$ cat src/rtl/system_0_cpu_0_oci_dct_packer.sv
// ---------------------------------------------------------------------------
// system_0_cpu_0_oci_dct_packer
//
// Packs 2-bit CPU trace atoms into a 30-bit DCT buffer (15 atoms) with a
// 4-bit atom count, and commits full or flushed buffers as 34-bit trace
// words {count, buffer} through a single-entry valid/ready output register.
// The live buffer and count are exported for the OCI monitor.
//
// Optional feature: define SYSTEM_0_CPU_0_OCI_DCT_DROP_CNT_EN to build a
// saturating 16-bit counter of atoms lost while atom_ready is low. Without
// it, drop_count is tied to zero.
//
// Ports:
//   clk         in   1   system clock, rising edge
//   reset       in   1   synchronous active-high reset
//   atom_valid  in   1   trace atom offered (CPU never stalls)
//   atom        in   2   trace atom value
//   flush       in   1   single-cycle request to commit a partial buffer
//   atom_ready  out  1   buffer can take an atom this cycle
//   out_valid   out  1   trace word held in the output register
//   out_data    out  34  {count, buffer} of the committed word
//   out_ready   in   1   downstream accepts the held word
//   dct_buffer  out  30  live accumulation buffer
//   dct_count   out  4   live atom count, 0..15
//   drop_count  out  16  dropped-atom counter (zero when feature disabled)
// ---------------------------------------------------------------------------
module system_0_cpu_0_oci_dct_packer (
   input  logic        clk,
   input  logic        reset,
   input  logic        atom_valid,
   input  logic [1:0]  atom,
   input  logic        flush,
   output logic        atom_ready,
   output logic        out_valid,
   output logic [33:0] out_data,
   input  logic        out_ready,
   output logic [29:0] dct_buffer,
   output logic [3:0]  dct_count,
   output logic [15:0] drop_count
);

   localparam logic [3:0] FULL_COUNT = 4'd15;

   logic [29:0] buffer_reg;
   logic [3:0]  count_reg;
   logic        flush_pending_reg;
   logic        out_valid_reg;
   logic [33:0] out_data_reg;

   logic accept;
   logic commit_req;
   logic commit;
   logic handshake;

   // atom_ready is exactly !commit_req, so an accept and a commit can never
   // happen in the same cycle.
   assign commit_req = (count_reg == FULL_COUNT) || flush_pending_reg;
   assign atom_ready = (count_reg < FULL_COUNT) && !flush_pending_reg;
   assign accept     = atom_valid && atom_ready;
   assign handshake  = out_valid_reg && out_ready;
   assign commit     = commit_req && (!out_valid_reg || out_ready);

   // Accumulation buffer, count and flush request.
   always_ff @(posedge clk) begin
      if (reset) begin
         buffer_reg        <= '0;
         count_reg         <= '0;
         flush_pending_reg <= 1'b0;
      end else if (commit) begin
         // A flush arriving on a commit cycle finds its data already in the
         // committed word, so the clear wins over a new request.
         buffer_reg        <= '0;
         count_reg         <= '0;
         flush_pending_reg <= 1'b0;
      end else begin
         if (accept) begin
            buffer_reg <= {buffer_reg[27:0], atom};
            count_reg  <= count_reg + 4'd1;
         end
         // Flushing an empty buffer would emit an empty word; ignore it.
         if (flush && ((count_reg != 4'd0) || accept)) begin
            flush_pending_reg <= 1'b1;
         end
      end
   end

   // Single-entry output register; reloads back-to-back on handshake+commit.
   always_ff @(posedge clk) begin
      if (reset) begin
         out_valid_reg <= 1'b0;
         out_data_reg  <= '0;
      end else if (commit) begin
         out_valid_reg <= 1'b1;
         out_data_reg  <= {count_reg, buffer_reg};
      end else if (handshake) begin
         out_valid_reg <= 1'b0;
      end
   end

   assign out_valid  = out_valid_reg;
   assign out_data   = out_data_reg;
   assign dct_buffer = buffer_reg;
   assign dct_count  = count_reg;

`ifdef SYSTEM_0_CPU_0_OCI_DCT_DROP_CNT_EN
   logic [15:0] drop_count_reg;

   // Saturating count of atoms offered while the buffer could not take them.
   always_ff @(posedge clk) begin
      if (reset) begin
         drop_count_reg <= '0;
      end else if (atom_valid && !atom_ready && (drop_count_reg != 16'hFFFF)) begin
         drop_count_reg <= drop_count_reg + 16'd1;
      end
   end

   assign drop_count = drop_count_reg;
`else
   assign drop_count = 16'h0000;
`endif

endmodule

$ cat config.mk
export PLATFORM = sky130hd
export DESIGN_NAME = system_0_cpu_0_oci_dct_packer
export DESIGN_NICKNAME = d
export VERILOG_FILES = /design/src/rtl/system_0_cpu_0_oci_dct_packer.sv
export SDC_FILE = /design/constraint.sdc
export NUM_CORES = 1
export LEC_CHECK = 0
export ABC_CLOCK_PERIOD_IN_PS = 1500
export CAP_MARGIN = 20
export CORE_UTILIZATION = 43
export DETAILED_ROUTE_END_ITERATION = 12
export GPL_ROUTABILITY_DRIVEN = 0
export GPL_TIMING_DRIVEN = 0
export PLACE_DENSITY = 0.77
export SLEW_MARGIN = 20
export SYNTH_ARGS = -nofsm -noshare
export SYNTH_HDL_FRONTEND = slang
export SYNTH_SLANG_ARGS = --single-unit
export TNS_END_PERCENT = 50
$ cat constraint.sdc
create_clock -name clk -period 1.5 [get_ports clk]
set_input_delay 0.3 -clock clk [delete_from_list [all_inputs] [get_ports clk]]
set_output_delay 0.3 -clock clk [all_outputs]
set_load 0.03 [all_outputs]
==> results by group <==
Global route
  – Initial antenna violation count: 0
  – Vias in the first global route: ~2500
  – First-pass GRT wire length: between 10 and 15 mm
  – GR Util All Layers: roughly 20%
  – Grt total ovfl: 0
  – Largest net degree at the start of global routing: 12

Routing
  – First-pass DRT Iterations: 4
  – Mean number of vias per cell: between 4 and 5
  – Drt initial violations: roughly 140
  – Post-Route WL: around 7.4 mm
  – DRC viols: 0
  – DR WL/cell: 13.6 microns
  – Routed Antenna Nets: 0
  – Vias: roughly 2700

Logic synthesis
  – Synth warn: 0
  – Count of flip-flops with a built-in enable after synthesis: 0
  – Syn_area_per_cell: 9.40 sq um
  – Synth top cells by count: 70 x dfxtp_1, 67 x nand2b_1, 34 x a21oi_1, 34 x mux2i_1, 34 x nand3_1
  – Ranking of synthesized cells by area: dfxtp_1 44%, nand2b_1 13%, mux2i_1 11%
  – Share of flip-flops with an asynchronous set or reset: 0%
  – Seq cells post-synth: 70
  – Combined area of all synthesized cells: around 3200 sq um
  – Ys flop type: dfxtp_1
  – Yosys top cell area share: 44.4%
  – Most common cell in the netlist: dfxtp_1
  – Post-Synthesis Cells: 336
  – Area leader, netlist: dfxtp_1
  – Sequential element share of the synthesized area: between 40% and 50%
  – Synth unique cells: 28

Floorplan
  – Core region area: about 7000 sq um
  – FP Rows: 30
  – Starting Density: a little under half
  – Die Ht: roughly 90 microns
  – Die footprint: approximately 7700 sq um
  – Ports: between 90 and 100
  – DIE WIDTH: between 80 and 90 microns

Worst setup path
  – CP max FO: 5
  – CP Class: reg -> out
  – Req. time, crit path: around 1200 ps
  – Startpoint types: flip-flop
  – CP arrival: ~1300 ps
  – Crit end category: output pin

Layout
  – Largest register FFs: 34
  – Diodes inserted: 0
  – Area growth syn-to-layout: 36.4%
  – Layout cells sized above 1: about 17%
  – Fin area: 4310 sq um
  – Final #Nets: ~460
  – Fillers: between 600 and 700

Worst hold path
  – Hold Crit Class: in -> reg

STA
  – Skew final: ~5.6 ps
  – Final setup fails: 36
  – FMAX: around 620 MHz
  – Setup tns final: -1380 ps
  – Fin worst setup slack: -106 ps
  – Tcrit/Tclk final: 107%
  – Final Hold Fails: 0
  – Max-slew violations: 0
  – Crit path time final: about 1600 ps
  – RSZ-0062 raised after global routing: true

Clocking
  – Clock Latency Late Sink: about 340 ps
  – H-tree depth: 3
  – TritonCTS Buffers: 9
  – CTS max path bufs: 2
  – Root buffer cell: clkbuf_8
  – Clock sinks: 70
  – CTS clock-pin slew for the worst setup and hold paths: 70 ps
  – TritonCTS clock tree: built

Power and ir drop
  – Leakage: roughly 1.8 nW
  – VDD IR-drop max: about 0.00052 V
  – PwrDens: approximately 900 nW/um^2

Outcome
  – Status: finished with violations
  – Failing checks: negative setup slack

Job
  – # Max-Cap Violations: 0

Place
  – Number of port buffers: between 70 and 80
  – DPL Wire Length: about 5 mm
  – Cell Area, Placed: 4110 sq um
## routing by layer
| metal | global-route usage [%] | part of all wire (%) | vias to the layer above |
|---|---|---|---|
| li1 | - | - | 1331 |
| met2 | 32.3 | 47 | 86 |
| met3 | 4.71 | 5.0 | 12 |
| met1 | 25.0 | 46 | 1258 |
| met5 | 0 | 0 | - |
| met4 | 9.24 | 1.9 | 0 |
## power by group
group | switching (mW) | total [mW] | internal [mW] | leakage, nW
clock | 0.700 | 1.43 | 0.731 | 0.0954
sequential | 0.0231 | 1.90 | 1.88 | 0.567
combinational | 0.297 | 0.535 | 0.238 | 1.17
total | 1.02 | 3.86 | 2.84 | 1.83
## worst paths after layout
| check | slack, ps | start | to | cells after the start |
|---|---|---|---|---|
| max | -110 | dct_count[1] | atom_ready | 3 |
| min | 300 | reset | out_valid | 2 |
| max reg2reg | -60 | dct_count[2] | out_data[13] | 6 |
| min reg2reg | 470 | out_data[19] | out_data[19] | 2 |
## layout make-up
class                      count  area [sq um]  share of cell area (%)
buffer                        43           315                    7.31
clock buffer                  13           169                    3.92
clock inverter                 3          17.5                   0.406
inverter                       2          7.51                   0.174
multi-input combinational    236          1520                    35.3
sequential                    70          1410                    32.7
tap                           96           120                    2.79
timing repair buffer          84           749                    17.4
## cell families after synthesis
kind of cell	after synthesis	share of synthesized area [%]
multiplexers	34	10.8
other	1	0.119
AO/OA/AOI/OAI	69	12.0
AND/OR/NAND/NOR	115	22.1
buffers and inverters	45	9.86
adder cells (fa/ha/maj)	2	0.792
flip-flops	70	44.4
## timing repair
item,4_1_cts,5_1_grt
gates cloned,0,1
pin swaps,1,3
hold buffers,0,0
buffers inserted,0,8
endpoints found under the setup margin,71,53
resized for setup,81,45
## critical path, stage by stage (launching register included)
cell and delay [ps]:
dfxtp_4 370, ha_4 180, a31oi_4 240, buf_6 170
## layout by cell type (no fill, tap or decap), drive strengths merged, types with 2 or more instances in the layout
master / n
clkinv: 2
inv: 2
mux2i: 34
buf: 38
nor2: 3
dfxtp: 70
dlygate4sd2: 58
clkdlybuf4s50: 5
clkbuf: 31
nor3: 3
ha: 2
nand3: 34
o21ai: 32
conb: 16
clkdlybuf4s15: 8
nand2b: 67
or2b: 2
a21oi: 34
## stage by stage
step / hold WS, ps / setup slack (ps) / instances / util (%) / power [mW]
finish: 297 / -106 / 547 / 62.1 / 3.86
global route: 349 / -142 / 547 / 62.1 / 4.00
CTS: 292 / -203 / 538 / 60.7 / 3.84
detailed placement: 461 / -388 / 522 / 59.2 / 2.44
global placement: 459 / -372 / 522 / 59.2 / 2.43
floorplan: 441 / 13.5 / 351 / - / 2.32
Power figures use the tool's default switching activity.
